File: src/rtl/key_action_mapper.sv
// key_action_mapper: maps configurable scan codes to pulse, held-level or auto-repeat action outputs
module key_action_mapper #(
    parameter int                 N_ACT        = 2,
    parameter logic [9*N_ACT-1:0] ACT_CODES    = {9'h01c, 9'h023},
    parameter int                 MODE         = 0,
    parameter int                 LAST_WINS    = 1,
    parameter int                 CNT_W        = 24,
    parameter logic [CNT_W-1:0]   REPEAT_DELAY = 24'd12_500_000,
    parameter logic [CNT_W-1:0]   REPEAT_RATE  = 24'd5_000_000,
    localparam int                IDX_W        = (N_ACT > 1) ? $clog2(N_ACT) : 1
) (
    input  logic             clk,
    input  logic             rst,
    input  logic [511:0]     key_down,
    input  logic [8:0]       last_change,
    input  logic             key_valid,
    output logic [N_ACT-1:0] act,
    output logic             active,
    output logic [IDX_W-1:0] act_idx
);
    localparam logic [CNT_W-1:0] DLY_M1  = REPEAT_DELAY - 1'b1;
    localparam logic [CNT_W-1:0] RATE_M1 = REPEAT_RATE - 1'b1;

    logic             active_q, active_d;
    logic [IDX_W-1:0] idx_q, idx_d;
    logic [CNT_W-1:0] cnt_q, cnt_d;
    // rep_q: 0 while timing the initial delay, 1 while timing the repeat interval
    logic             rep_q, rep_d;
    logic [N_ACT-1:0] act_q, act_d;
    logic             hit, cur_held, any_held, press, rep_hit;
    logic [IDX_W-1:0] hit_idx, low_idx;

    // Decode the lowest code matching last_change, the lowest held mapped code, and whether the arbitrated key is still down
    always_comb begin
        hit      = 1'b0;
        hit_idx  = '0;
        any_held = 1'b0;
        low_idx  = '0;
        cur_held = 1'b0;
        for (int i = N_ACT - 1; i >= 0; i--) begin
            if (last_change == ACT_CODES[9*i +: 9]) begin
                hit     = 1'b1;
                hit_idx = IDX_W'(i);
            end
            if (key_down[ACT_CODES[9*i +: 9]]) begin
                any_held = 1'b1;
                low_idx  = IDX_W'(i);
            end
            if (idx_q == IDX_W'(i)) cur_held = key_down[ACT_CODES[9*i +: 9]];
        end
    end

    assign press = key_valid & key_down[last_change] & hit;

    // Arbitration priority (press, release/fallback, repeat timing) and the next action vector
    always_comb begin
        active_d = active_q;
        idx_d    = idx_q;
        cnt_d    = cnt_q;
        rep_d    = rep_q;
        rep_hit  = 1'b0;
        act_d    = '0;
        if (press) begin
            active_d = 1'b1;
            idx_d    = hit_idx;
            cnt_d    = '0;
            rep_d    = 1'b0;
        end else if (active_q && !cur_held) begin
            active_d = any_held;
            idx_d    = any_held ? low_idx : idx_q;
            cnt_d    = '0;
            rep_d    = 1'b0;
        end else if (active_q && MODE == 2) begin
            rep_hit = cnt_q == (rep_q ? RATE_M1 : DLY_M1);
            cnt_d   = rep_hit ? '0 : cnt_q + 1'b1;
            rep_d   = rep_q | rep_hit;
        end
        for (int i = 0; i < N_ACT; i++) begin
            act_d[i] = (MODE == 1 && LAST_WINS == 0) ? key_down[ACT_CODES[9*i +: 9]] :
                       (MODE == 1) ? (active_d && idx_d == IDX_W'(i)) :
                       press ? (hit_idx == IDX_W'(i)) :
                       (rep_hit && idx_q == IDX_W'(i));
        end
    end

    // State and output registers with synchronous reset
    always_ff @(posedge clk) begin
        if (rst) begin
            active_q <= 1'b0;
            idx_q    <= '0;
            cnt_q    <= '0;
            rep_q    <= 1'b0;
            act_q    <= '0;
        end else begin
            active_q <= active_d;
            idx_q    <= idx_d;
            cnt_q    <= cnt_d;
            rep_q    <= rep_d;
            act_q    <= act_d;
        end
    end

    assign act     = act_q;
    assign active  = active_q;
    assign act_idx = idx_q;
endmodule

File: config.mk
export PLATFORM = sky130hd
export DESIGN_NAME = key_action_mapper
export DESIGN_NICKNAME = d
export VERILOG_FILES = /design/src/rtl/key_action_mapper.sv
export SDC_FILE = /design/constraint.sdc
export NUM_CORES = 1
export LEC_CHECK = 0
export ABC_AREA = 1
export CORE_AREA = 2 2 208 210
export CTS_CLUSTER_DIAMETER = 120
export CTS_CLUSTER_SIZE = 12
export DETAILED_ROUTE_END_ITERATION = 6
export DIE_AREA = 0 0 210 212
export PLACE_DENSITY = 0.41
export SKIP_CTS_REPAIR_TIMING = 1
export SYNTH_ARGS = -nofsm -noshare
export SYNTH_HDL_FRONTEND = slang
export SYNTH_SLANG_ARGS = --single-unit
File: constraint.sdc
create_clock -name clk -period 2 [get_ports clk]
set_input_delay 0.3 -clock clk [delete_from_list [all_inputs] [get_ports clk]]
set_output_delay 0.3 -clock clk [all_outputs]
set_load 0.005 [all_outputs]
======== After elaboration in Yosys (flattened, before gate mapping) ========
Cells that the tools add are included.
operators by class
  eq/ne operators ......................... 2
  bitwise gates (word level) .............. 4
  reductions and logical operators ........ 6
  $lt $le $gt $ge ......................... 1
  muxes and demuxes ....................... 14
operators with widths
  cell                 count
  $mux 1               13
  $lt 9x10->1 const B  1
  $bmux 1 s9           1
  $eq 9x5->1 const B   1
  $eq 9x6->1 const B   1
  $reduce_bool 2->1    2
  $and 1x1->1          2
  $not 1->1            2
  $reduce_and 2->1     1
  $reduce_or 2->1      1
  $logic_and 1x1->1    1
  $logic_not 1->1      1
word-level totals
  logic and storage cells ................. 30
  flip-flop bits (word level) ............. 4
  bits of input ports ..................... 524

======== Logic depth before layout (Yosys ltp) ========
Gate-level depths: netlist of run 1.
  depth in word-level cells ............... 6
  mapped depth ............................ 21

======== Worst setup path after synthesis of run 1 ========
OpenSTA, ideal clock, no wires.
  path type ............................... input to register
  start ................................... input last_change[1]
  end ..................................... register idx_q, in the netlist act_idx
  arrival ................................. 1.672 ns
  path slack .............................. 0.217 ns
  setup time .............................. 0.111 ns
  cell stages on the path ................. 17
  path buffers ............................ 1
  cells stage by stage .................... inv_1 -> clkbuf_1 -> o21ai_0 -> o21ai_0 -> nand2_1 -> nand2_1 -> nor2_1 -> nor2_1 -> nor2_1 -> a21oi_1 -> nor2_2 -> nand2_2 -> nand2_2 -> nand2_1 -> nand2_1 -> nor2_1 -> nor2_1
on the way
  longest elaborated chain between the ends .. 6
  elaborated cells on any way between the ends .. 13
ends and longest elaborated chain
  item                                      line    RTL
  start, declared                           15      input logic [8:0] last_change,
  $bmux 1 s9 or $eq 9x5->1 (tied branches)  53, 41
  $mux 1, on equally long branches          53, 41
  $and 1x1->1 or $mux 1 (tied branches)     53, 41
  $and 1x1->1                               53      assign press = key_valid & key_down[last_change] & hit;
  $reduce_bool 2->1 (no line)               -
  $reduce_and 2->1 (no line)                -
  end signal, assigned                      96      idx_q <= idx_d;
  end, declared                             25      logic [IDX_W-1:0] idx_q, idx_d;
Several ways; a longest one is shown, not always the timed one. The select of a mux whose other input is x is not followed.
A chain may end at the register's enable or synchronous reset.

======== Worst setup path in the final report of run 1 ========
  start ................................... input last_change[0]
  end ..................................... register idx_q, in the netlist act_idx
The elaborated chain is that of the path after synthesis.

==> impl_results.md, run 1 <==
- Layout cells sized above 1: 0.147
- Final WS setup: -0.128 ns
- Vias per inst: 3.54
- Die height: 212 µm
- Outcome: complete, but fails checks
- CTS max path bufs: 2
- Placer Congestion: 0.806
- CP required: 2.11 ns
- Synthesized Nets: 1,219
- Synthesis warning total: 0
- Leak: 3.44 nW
- Maximum net fanout on the critical path: 8
- Cells after DPL: 1,539
- Die Area: 44,500 µm²
- Tcrit/Tclk final: 1.06
- Post-layout util: 0.181
- Post-synth top area share: 0.241
- DIE WIDTH: 210 µm
- Largest net degree at the start of global routing: 32
- Root buffer cell: clkbuf_16
- EDFF count, synth: 0
- Fin. max-slew vios: 0
- Fin crit period: 2.13 ns
- Mapped Area: 3170 µm²
- Non-Filler Instances: 1,567
- Number of global-route vias before repair: 5,555
- Worst slew pin tran: 0.351 ns
- Synth top area cells: nand2_1 (24%), nor2_1 (16%), nand3_1 (14%), o21ai_0 (11%), inv_1 (9.8%)
- Yosys top cell by area: nand2_1
- Mapped Cells: 695
- Peak supply drop: 0.000166 V
- Length of routed met3 wiring: 2220 µm
- Core Rows: 76
- Register clock-pin slew on the reported worst setup and hold paths: 0.03 ns
- CP arrival: 2.23 ns
- Worst clock skew: 0.00000222 ns
- WL met2: 11,400 µm
- Avg Cell Area, Syn: 4.56 µm²
- Worst setup EP type: register
- Setup TNS: -0.311 ns
- Final ANT Viol Nets: 0
- Global-route wire length before repair: 34,900 µm
- Register area share after synthesis: 0.0252
- CTS tree: done
- Nets: 1,544
- GRT Resource Usage Total: 0.105
- GRT overflow: 0
- Wire per inst: 16.4 µm
- Core area: 42,500 µm²
- Input/output buffers: 271
- Final WL: 25,800 µm
- Max_slew headroom: 0.763
- # clock sinks: 4
- Met1 Routed Length: 12,000 µm
- Synth Register Bits: 4
- Area Growth Syn to Fin: 142%
- Initial antenna violation count: 8
- Power Total: 1.90 mW
- Via Count: 5,547
- DR iter-0 viols: 255
- Endpoints failing hold: 0
- Max-cap violations: 0
- DP Worst Slack: -0.488 ns
- CTS buffer count: 3
- First drt pass iteration count: 4
- R2R Setup Slk: 0.79 ns
- Post-synth ARST share: 0
- Post-DP HPWL: 21,100 µm
- H-tree depth: 1
- Power Density: 247 nW/µm²
- Post-route DRC: 0
- RSZ-0062 raised after global routing: yes
- CP Class: in2reg
- Synth cell types: 25
- Top Ports: 528
- Max Fclk: 470 MHz
- Setup violators final: 3
- Initial Util: 0.0746
- DR top layer: met5
- Violated checks: setup timing
- Worst Hold Class: reg2reg
- CP Launch Type: primary input
- Worst skew pair latency: 0.22 ns
- Commonest register cell after synthesis: dfxtp_1
-- registers in the layout, indices dropped and copies added, names as in the netlist --
register / flops
active: 1
act: 2
act_idx: 1
-- path summary, 6_finish.rpt --
path,start,end,cells after the start
setup / recovery,last_change[0],act_idx$_SDFFE_PP0P_,17
hold / removal,active$_SDFFE_PP0P_,active$_SDFFE_PP0P_,4
setup reg to reg,act_idx$_SDFFE_PP0P_,act_idx$_SDFFE_PP0P_,7
hold reg to reg,active$_SDFFE_PP0P_,active$_SDFFE_PP0P_,4
-- critical path: stages --
cell and delay, ns:
buf_12 0.10, buf_16 0.16, buf_16 0.18, buf_16 0.15
o21ai_0 0.08, o211ai_1 0.32, nand3_1 0.14, a21oi_2 0.18
nor2_1 0.06, nand2_1 0.05, nand3_1 0.07, nand2_2 0.09
nand2_2 0.07, nand2_1 0.06, nand2_1 0.04, nor2_1 0.10
nor2_1 0.05
-- layer usage --
| layer | up-vias | GRT usage |
|---|---|---|
| met5 | - | 0 |
| met4 | 10 | 0.0108 |
| met3 | 14 | 0.0287 |
| met2 | 231 | 0.170 |
| met1 | 2445 | 0.143 |
| li1 | 2847 | - |
-- power breakdown --
group | switching, mW | total (mW) | internal, mW
Combinational | 0.643 | 1.51 | 0.869
Sequential | 0.000110 | 0.0807 | 0.0805
Clock | 0.0511 | 0.306 | 0.255
-- cells by family (layout without fill, tap and decap cells) --
| group | Yosys count | in the layout | synth area share |
|---|---|---|---|
| DFF | 4 | 4 | 0.0252 |
| and+or+nand+nor | 440 | 440 | 0.568 |
| buffers and inverters | 132 | 455 | 0.200 |
| AOI/OAI and AO/OA | 119 | 119 | 0.206 |
| other | 0 | 3 | 0 |
-- cell usage after synthesis (3+ instances only) --
cell,instances
a21oi_1,14
buf_2,22
buf_4,4
buf_6,13
clkbuf_1,8
dfxtp_1,4
inv_1,83
nand2_1,204
nand2_2,3
nand3_1,87
nand4_1,3
nor2_1,131
o211ai_1,17
o21ai_0,68
o21ai_1,16
or2_0,3
or2_1,4
-- final cells by class --
cell class	instances	area (µm²)
Sequential cell	4	80.1
Clock buffer	3	75.1
Tap cell	546	683
Antenna cell	3	7.51
Inverter	84	318
Multi-Input combinational cell	559	2640
Timing Repair Buffer	368	3890
Fill cell	4919	34800
-- per-stage QoR --
step | instance area, µm² | hold slack, ns
3_3_place_gp | 7000 | 0.618
6_report | 7690 | 0.593
5_1_grt | 7690 | 0.650
3_5_place_dp | 7000 | 0.599
2_1_floorplan | 3170 | 0.372
4_1_cts | 7080 | 0.608
-- cells in the final DEF (no fill, tap or decap), types with 2 or more instances in the layout --
| cell | instances |
|---|---|
| o211ai_1 | 17 |
| nor3_1 | 2 |
| inv_1 | 80 |
| o21ai_2 | 4 |
| dfxtp_1 | 4 |
| inv_2 | 3 |
| nand4_1 | 3 |
| nand2_1 | 192 |
| nor2_2 | 5 |
| buf_6 | 5 |
| buf_12 | 15 |
| o21ai_0 | 42 |
| o21bai_1 | 2 |
| a21oi_2 | 2 |
| dlymetal6s2s_1 | 3 |
| nand2_2 | 10 |
| o21ai_1 | 38 |
| a21oi_1 | 12 |
| nand3_1 | 70 |
| nand2_4 | 5 |
| clkdlybuf4s50_1 | 266 |
| nand3_2 | 17 |
| buf_4 | 64 |
| buf_16 | 4 |
| diode_2 | 3 |
| or2_1 | 4 |
| clkbuf_16 | 12 |
| or2_0 | 3 |
| nor2_1 | 128 |
(Power assumes the default switching activity.)
==> run 2: changes to the inputs <==
--- a/config.mk
+++ b/config.mk
@@ -6,6 +6,7 @@
 export NUM_CORES = 1
 export LEC_CHECK = 0
 export ABC_AREA = 1
+export ABC_CLOCK_PERIOD_IN_PS = 2000
 export CORE_AREA = 2 2 208 210
 export CTS_CLUSTER_DIAMETER = 120
 export CTS_CLUSTER_SIZE = 12
==> results of run 2 <==
No change in the layout: final DEF, timing and power equal those of run 1.
==> run 3: changes to the inputs <==
==> constraint.sdc (replaced) <==
create_clock -name clk -period 2 [get_ports clk]
set_input_delay 0.3 -clock clk [delete_from_list [all_inputs] [get_ports clk]]
set_output_delay 0.3 -clock clk [all_outputs]
set_load 0.01 [all_outputs]
==> results of run 3 <==
The final DEF is identical to that of run 1. Status: complete, but fails checks: setup timing.
